[src/rtl/mem_ctrl_pkg.sv]
// Shared constants, state encoding and byte helpers for the byte-serial memory controller.
package mem_ctrl_pkg;

    localparam logic        RstEnable   = 1'b1;
    localparam int          DataBus     = 32;
    localparam int          InstAddrBus = 32;
    localparam logic [31:0] ZeroWord    = 32'h0000_0000;

    localparam logic [1:0] LenByte = 2'd0;
    localparam logic [1:0] LenHalf = 2'd1;
    localparam logic [1:0] LenWord = 2'd2;

    typedef enum logic [1:0] {
        IDLE  = 2'd0,
        READ  = 2'd1,
        WRITE = 2'd2,
        DONE  = 2'd3
    } state_t;

    typedef enum logic {
        OWN_IF  = 1'b0,
        OWN_MEM = 1'b1
    } owner_t;

    function automatic logic [2:0] len_bytes(input logic [1:0] len);
        logic [2:0] n;
        case (len)
            LenByte: n = 3'd1;
            LenHalf: n = 3'd2;
            default: n = 3'd4;
        endcase
        return n;
    endfunction

    function automatic logic [7:0] get_byte(input logic [31:0] w, input logic [1:0] idx);
        logic [7:0] b;
        case (idx)
            2'd0:    b = w[7:0];
            2'd1:    b = w[15:8];
            2'd2:    b = w[23:16];
            default: b = w[31:24];
        endcase
        return b;
    endfunction

    function automatic logic [31:0] put_byte(input logic [31:0] w, input logic [1:0] idx,
                                             input logic [7:0] b);
        logic [31:0] r;
        r = w;
        case (idx)
            2'd0:    r[7:0]   = b;
            2'd1:    r[15:8]  = b;
            2'd2:    r[23:16] = b;
            default: r[31:24] = b;
        endcase
        return r;
    endfunction

endpackage

[src/rtl/mem_ctrl.sv]
// Byte-serial memory controller arbitrating instruction fetch and data load/store
// onto an 8-bit RAM port; every output is registered.
module mem_ctrl
    import mem_ctrl_pkg::*;
(
    input  logic                   clk,
    input  logic                   rst,
    input  logic                   if_req_i,
    input  logic [InstAddrBus-1:0] if_addr_i,
    input  logic                   mem_req_i,
    input  logic                   mem_wr_i,
    input  logic [DataBus-1:0]     mem_addr_i,
    input  logic [1:0]             mem_len_i,
    input  logic [DataBus-1:0]     mem_wdata_i,
    input  logic [7:0]             ram_din_i,
    output logic                   ram_wr_o,
    output logic [DataBus-1:0]     ram_a_o,
    output logic [7:0]             ram_dout_o,
    output logic                   if_done_o,
    output logic [DataBus-1:0]     if_inst_o,
    output logic                   mem_done_o,
    output logic [DataBus-1:0]     mem_rdata_o,
    output logic                   stall_req_o
);

    state_t               state_r, state_s;
    owner_t               owner_r, owner_s;
    logic [2:0]           cnt_r, cnt_s;
    logic [2:0]           n_r, n_s;
    logic [DataBus-1:0]   base_r, base_s;
    logic [DataBus-1:0]   wdata_r, wdata_s;
    logic [DataBus-1:0]   buf_r, buf_s;

    logic                 ram_wr_s;
    logic [DataBus-1:0]   ram_a_s;
    logic [7:0]           ram_dout_s;
    logic                 if_done_s;
    logic [DataBus-1:0]   if_inst_s;
    logic                 mem_done_s;
    logic [DataBus-1:0]   mem_rdata_s;
    logic                 stall_s;

    // Next-state and next-output logic; cnt_r counts RAM cycles issued so far.
    always_comb begin
        state_s     = state_r;
        owner_s     = owner_r;
        cnt_s       = cnt_r;
        n_s         = n_r;
        base_s      = base_r;
        wdata_s     = wdata_r;
        buf_s       = buf_r;
        ram_wr_s    = 1'b0;
        ram_a_s     = ZeroWord;
        ram_dout_s  = 8'h00;
        if_done_s   = 1'b0;
        mem_done_s  = 1'b0;
        if_inst_s   = if_inst_o;
        mem_rdata_s = mem_rdata_o;

        case (state_r)
            IDLE: begin
                if (mem_req_i) begin
                    owner_s = OWN_MEM;
                    base_s  = mem_addr_i;
                    n_s     = len_bytes(mem_len_i);
                    wdata_s = mem_wdata_i;
                    cnt_s   = 3'd1;
                    buf_s   = ZeroWord;
                    ram_a_s = mem_addr_i;
                    if (mem_wr_i) begin
                        state_s    = WRITE;
                        ram_wr_s   = 1'b1;
                        ram_dout_s = mem_wdata_i[7:0];
                    end else begin
                        state_s = READ;
                    end
                end else if (if_req_i) begin
                    owner_s = OWN_IF;
                    base_s  = if_addr_i;
                    n_s     = len_bytes(LenWord);
                    cnt_s   = 3'd1;
                    buf_s   = ZeroWord;
                    ram_a_s = if_addr_i;
                    state_s = READ;
                end else begin
                    state_s = IDLE;
                end
            end
            READ: begin
                cnt_s = cnt_r + 3'd1;
                if (cnt_r < n_r) begin
                    ram_a_s = base_r + 32'(cnt_r);
                end else begin
                    ram_a_s = ZeroWord;
                end
                // RAM data lags its address by one cycle, so byte k arrives when cnt_r = k+2.
                if (cnt_r >= 3'd2) begin
                    buf_s = put_byte(buf_r, 2'(cnt_r - 3'd2), ram_din_i);
                end else begin
                    buf_s = buf_r;
                end
                if (cnt_r == n_r + 3'd1) begin
                    state_s = DONE;
                    cnt_s   = 3'd0;
                    if (owner_r == OWN_MEM) begin
                        mem_done_s  = 1'b1;
                        mem_rdata_s = buf_s;
                    end else begin
                        if_done_s = 1'b1;
                        if_inst_s = buf_s;
                    end
                end else begin
                    state_s = READ;
                end
            end
            WRITE: begin
                if (cnt_r < n_r) begin
                    ram_wr_s   = 1'b1;
                    ram_a_s    = base_r + 32'(cnt_r);
                    ram_dout_s = get_byte(wdata_r, cnt_r[1:0]);
                    cnt_s      = cnt_r + 3'd1;
                end else begin
                    state_s    = DONE;
                    cnt_s      = 3'd0;
                    mem_done_s = 1'b1;
                end
            end
            DONE: begin
                state_s = IDLE;
            end
            default: begin
                state_s = IDLE;
                cnt_s   = 3'd0;
            end
        endcase

        // The done cycle of a data access, and the IDLE cycle right after it, never stall.
        stall_s = mem_req_i && !mem_done_s && !(state_r == DONE && owner_r == OWN_MEM);
    end

    // State, working registers and registered outputs.
    always_ff @(posedge clk) begin
        if (rst == RstEnable) begin
            state_r     <= IDLE;
            owner_r     <= OWN_IF;
            cnt_r       <= 3'd0;
            n_r         <= 3'd0;
            base_r      <= ZeroWord;
            wdata_r     <= ZeroWord;
            buf_r       <= ZeroWord;
            ram_wr_o    <= 1'b0;
            ram_a_o     <= ZeroWord;
            ram_dout_o  <= 8'h00;
            if_done_o   <= 1'b0;
            if_inst_o   <= ZeroWord;
            mem_done_o  <= 1'b0;
            mem_rdata_o <= ZeroWord;
            stall_req_o <= 1'b0;
        end else begin
            state_r     <= state_s;
            owner_r     <= owner_s;
            cnt_r       <= cnt_s;
            n_r         <= n_s;
            base_r      <= base_s;
            wdata_r     <= wdata_s;
            buf_r       <= buf_s;
            ram_wr_o    <= ram_wr_s;
            ram_a_o     <= ram_a_s;
            ram_dout_o  <= ram_dout_s;
            if_done_o   <= if_done_s;
            if_inst_o   <= if_inst_s;
            mem_done_o  <= mem_done_s;
            mem_rdata_o <= mem_rdata_s;
            stall_req_o <= stall_s;
        end
    end

endmodule

[config.mk]
export PLATFORM = sky130hd
export DESIGN_NAME = mem_ctrl
export DESIGN_NICKNAME = d
export VERILOG_FILES = /design/src/rtl/mem_ctrl_pkg.sv /design/src/rtl/mem_ctrl.sv
export SDC_FILE = /design/constraint.sdc
export NUM_CORES = 1
export LEC_CHECK = 0
export ABC_AREA = 1
export BUFFER_PORTS_ARGS = -buffer_cell sky130_fd_sc_hd__clkbuf_2
export CAP_MARGIN = 40
export CORE_MARGIN = 8
export CORE_UTILIZATION = 46
export CTS_BUF_LIST = sky130_fd_sc_hd__clkbuf_2 sky130_fd_sc_hd__clkbuf_4 sky130_fd_sc_hd__clkbuf_8
export DETAILED_ROUTE_END_ITERATION = 16
export PLACE_DENSITY = 0.81
export REMOVE_ABC_BUFFERS = 1
export SETUP_SLACK_MARGIN = 0.3
export SKIP_LAST_GASP = 1
export SYNTH_ARGS = -nofsm -noshare
export SYNTH_HDL_FRONTEND = slang
export SYNTH_SLANG_ARGS = --single-unit
[constraint.sdc]
create_clock -name clk -period 2.2 [get_ports clk]
set_clock_uncertainty 0.05 [all_clocks]
set_input_delay 0.22 -clock clk [delete_from_list [all_inputs] [get_ports clk]]
set_output_delay 0.22 -clock clk [all_outputs]
set_load 0.02 [all_outputs]
==> results.cfg <==
[hold_path]
worst_hold_path_type = in2reg
min_to = base_r[12]
worstHoldStart = if_addr_i[12]
min_path_cells = 5

[floorplanning]
die_h_um = 160.4
die_w_um = 160.4
dieArea_sq_um = 25710
ios = 219
initial_core_util_pct = 46.18
core_sq_um = 20760
rows = 53

[synth]
ys_types = 34
yosysTopAreaCellShare_pct = 44.49
yosys-top-cells-count = nand2_1 (423), nor2_1 (225), dfxtp_1 (213)
ys_ff_latch = 213
synth.most_common_cell = nand2_1
synth-seq-area-share_pct = 44.49
synth-edff-count = 0
syn_avg_cell_area_sq_um = 6.876
synth_top_area_cell = dfxtp_1
async_reset_ff_share_pct = 0
synthTopCellsByArea = dfxtp_1 (44%), nand2_1 (17%), nor2_1 (8.8%)
synth_cells = 1394
synth_area_sq_um = 9585
synthFlopType = dfxtp_1
yosysWarningCount = 0

[sta]
report.final.setup_viol = 0
period_minus_slack_ps = 2019
hold_viol_final = 0
post-route-period-util_pct = 91.79
slew_headroom_pct = 61.23
drv_slew = 0
rsz0062_at_grt = yes
worst_pin_slew_ps = 581.5
fmax_ghz = 0.4952

[power_and_ir_drop]
p_sw_uw = 3125
p_sw_share_pct = 31.22
p_int_uw = 6885
combPwrFrac_pct = 20.4
p_leak_uw = 0.006340
ir_worst_vdd_mv = 0.5158
seqPwrFrac_pct = 43.4
clkPwrFrac_pct = 36.1
p_total_uw = 10010
p_per_area_nw_per_um2 = 746.6

[critical_path]
cp_max_fo = 4
required_ps = 2570
startpoint_type = flop
cp-startpoint = base_r[0]
cp.arrival_ps = 2390
r2r_cells = 13
crit_type = reg2reg
end_kind = flop
r2r_slack_ps = 180
r2r_end = ram_a_o[14]
regToRegStartpoint = base_r[0]

[drt]
wire_per_inst_um = 16.55
via_per_inst = 5.303
vias = 10630
first_iter_violations = 816
drtAntennaViolNets = 0
dr.pass1.iters = 6
drc = 0
drt-total-wl_um = 33170

[clock_network]
htreeDepth = 2
clock_latency_ps = 540
cts_inserted_buffers = 36
cts_tree = done
root_buffer = clkbuf_8
clockBufferDepth = 3
numClockSinks = 213
cts.clk_slew.worst_paths_ps = 60

[layout]
drive_gt1_share_pct = 27.97
nNetsFinal = 1830
fin_cells = 2004
area_delta_synth_final_pct = 39.86
nFillCells = 1694

[global_route]
grt_pass1_vias = 10200
grt_first_pass_wirelength_um = 49420
antenna_found_initial = 2
track_usage_pct = 22.83
grt_max_degree = 108
gr-total-overflow = 0

[placed_design]
io_buffers = 218
dp.cells = 1839
place.gp.congestion = 0.8985
dp_hpwl_um = 18850

[job]
maxCapViolCount = 0

[status]
status = completed
[layer usage]
layer  vias up  GRT usage [%]  routed length [um]
li1       5078              -                   -
met1      4922          26.93               13090
met2       511          37.87               15780
met3       116          6.143                2701
met4         0          11.17                1594
met5         -              0                   0
[state kept, by name, indices dropped and copies added, names as in the netlist]
name,count
ram_a_o,32
owner_r,1
if_inst_o,32
ram_dout_o,8
cnt_r,3
base_r,32
stall_req_o,1
n_r,3
buf_r,32
mem_done_o,1
wdata_r,32
ram_wr_o,1
if_done_o,1
mem_rdata_o,32
state_r,2
[cells in the final DEF (no fill, tap or decap), drive strengths merged, types with 3 or more instances in the layout]
cell,count
ha,16
a22oi,8
clkinvlp,3
a21o,3
nand4,10
inv,88
buf,47
dlygate4sd3,70
nand2,434
o21a,3
dfxtp,213
xor2,4
clkbuf,276
a31oi,9
clkinv,7
o21ai,104
nand3,38
a21oi,155
nor2,229
[power groups by stage]
stage	Combinational (uW)	Clock (uW)	Sequential, uW
2_1_floorplan	828	0	4490
3_3_place_gp	1560	0	4390
3_5_place_dp	1590	0	4390
4_1_cts	1760	3630	4320
5_1_grt	2230	3830	4380
6_report	2050	3620	4350
[worst max path at each step]
stage	cells past startpoint	endpoint
2_1_floorplan	8	buf_r[0]
3_3_place_gp	13	ram_a_o[18]
3_5_place_dp	13	ram_a_o[16]
4_1_cts	13	ram_a_o[30]
5_1_grt	13	ram_a_o[30]
6_report	13	ram_a_o[14]
[per-stage QoR]
stage / area [sq um] / utilization [%] / setup TNS (ps) / worst slack, ps / hold slack (ps)
global route: 13410 / 64.59 / 0 / 87.11 / 32.81
detailed placement: 10880 / 52.41 / 0 / 6.969 / 403.8
floorplan: 9198 / - / -24360 / -664.2 / 232.4
finish: 13410 / 64.59 / 0 / 180.6 / 16.46
CTS: 12450 / 60.00 / 0 / 268.9 / 1.363
global placement: 10880 / 52.41 / 0 / 98.06 / 397.3
[worst max-delay path, stage by stage, from the launching register on]
cell	delay (ps)
dfxtp_4	370
ha_4	150
inv_4	40
fa_2	350
inv_2	100
nand2_2	70
nand2_4	90
nand2_4	70
nor2_4	190
nand2_2	100
nand2_4	100
buf_6	90
o21a_1	90
nor2_1	30
[area by class of cell]
type,count,area [sq um],area share (%)
repair buffers,339,2459,18.34
clock buffers,54,674.4,5.030
flip-flops and latches,213,4277,31.90
well taps,275,344.1,2.566
multi-input cells,1023,5248,39.14
inverters,89,350.3,2.613
clock inverters,9,50.05,0.3733
diodes,2,5.005,0.03733
[logic make-up (layout without fill, tap and decap cells)]
kind of cell    Yosys count  after routing  synth area share, %
compound gates          285            285                15.64
simple gates            712            715                29.50
buf+inv                 161            491                7.532
fa+ha+maj                17             17                2.297
flops                   213            213                44.49
xor+xnor                  6              6               0.5482
other cells               0              2                    0
[repair_timing]
item | 4_1_cts | 5_1_grt
gates resized for setup | 21 | 205
hold endpoints to repair | 75 | 0
endpoints found under the setup margin | 93 | 150
hold buffers | 70 | 0
buffers inserted | 6 | 13
pin swaps | 5 | 78
cloned | 2 | 9
Power figures use the tool's default switching activity.
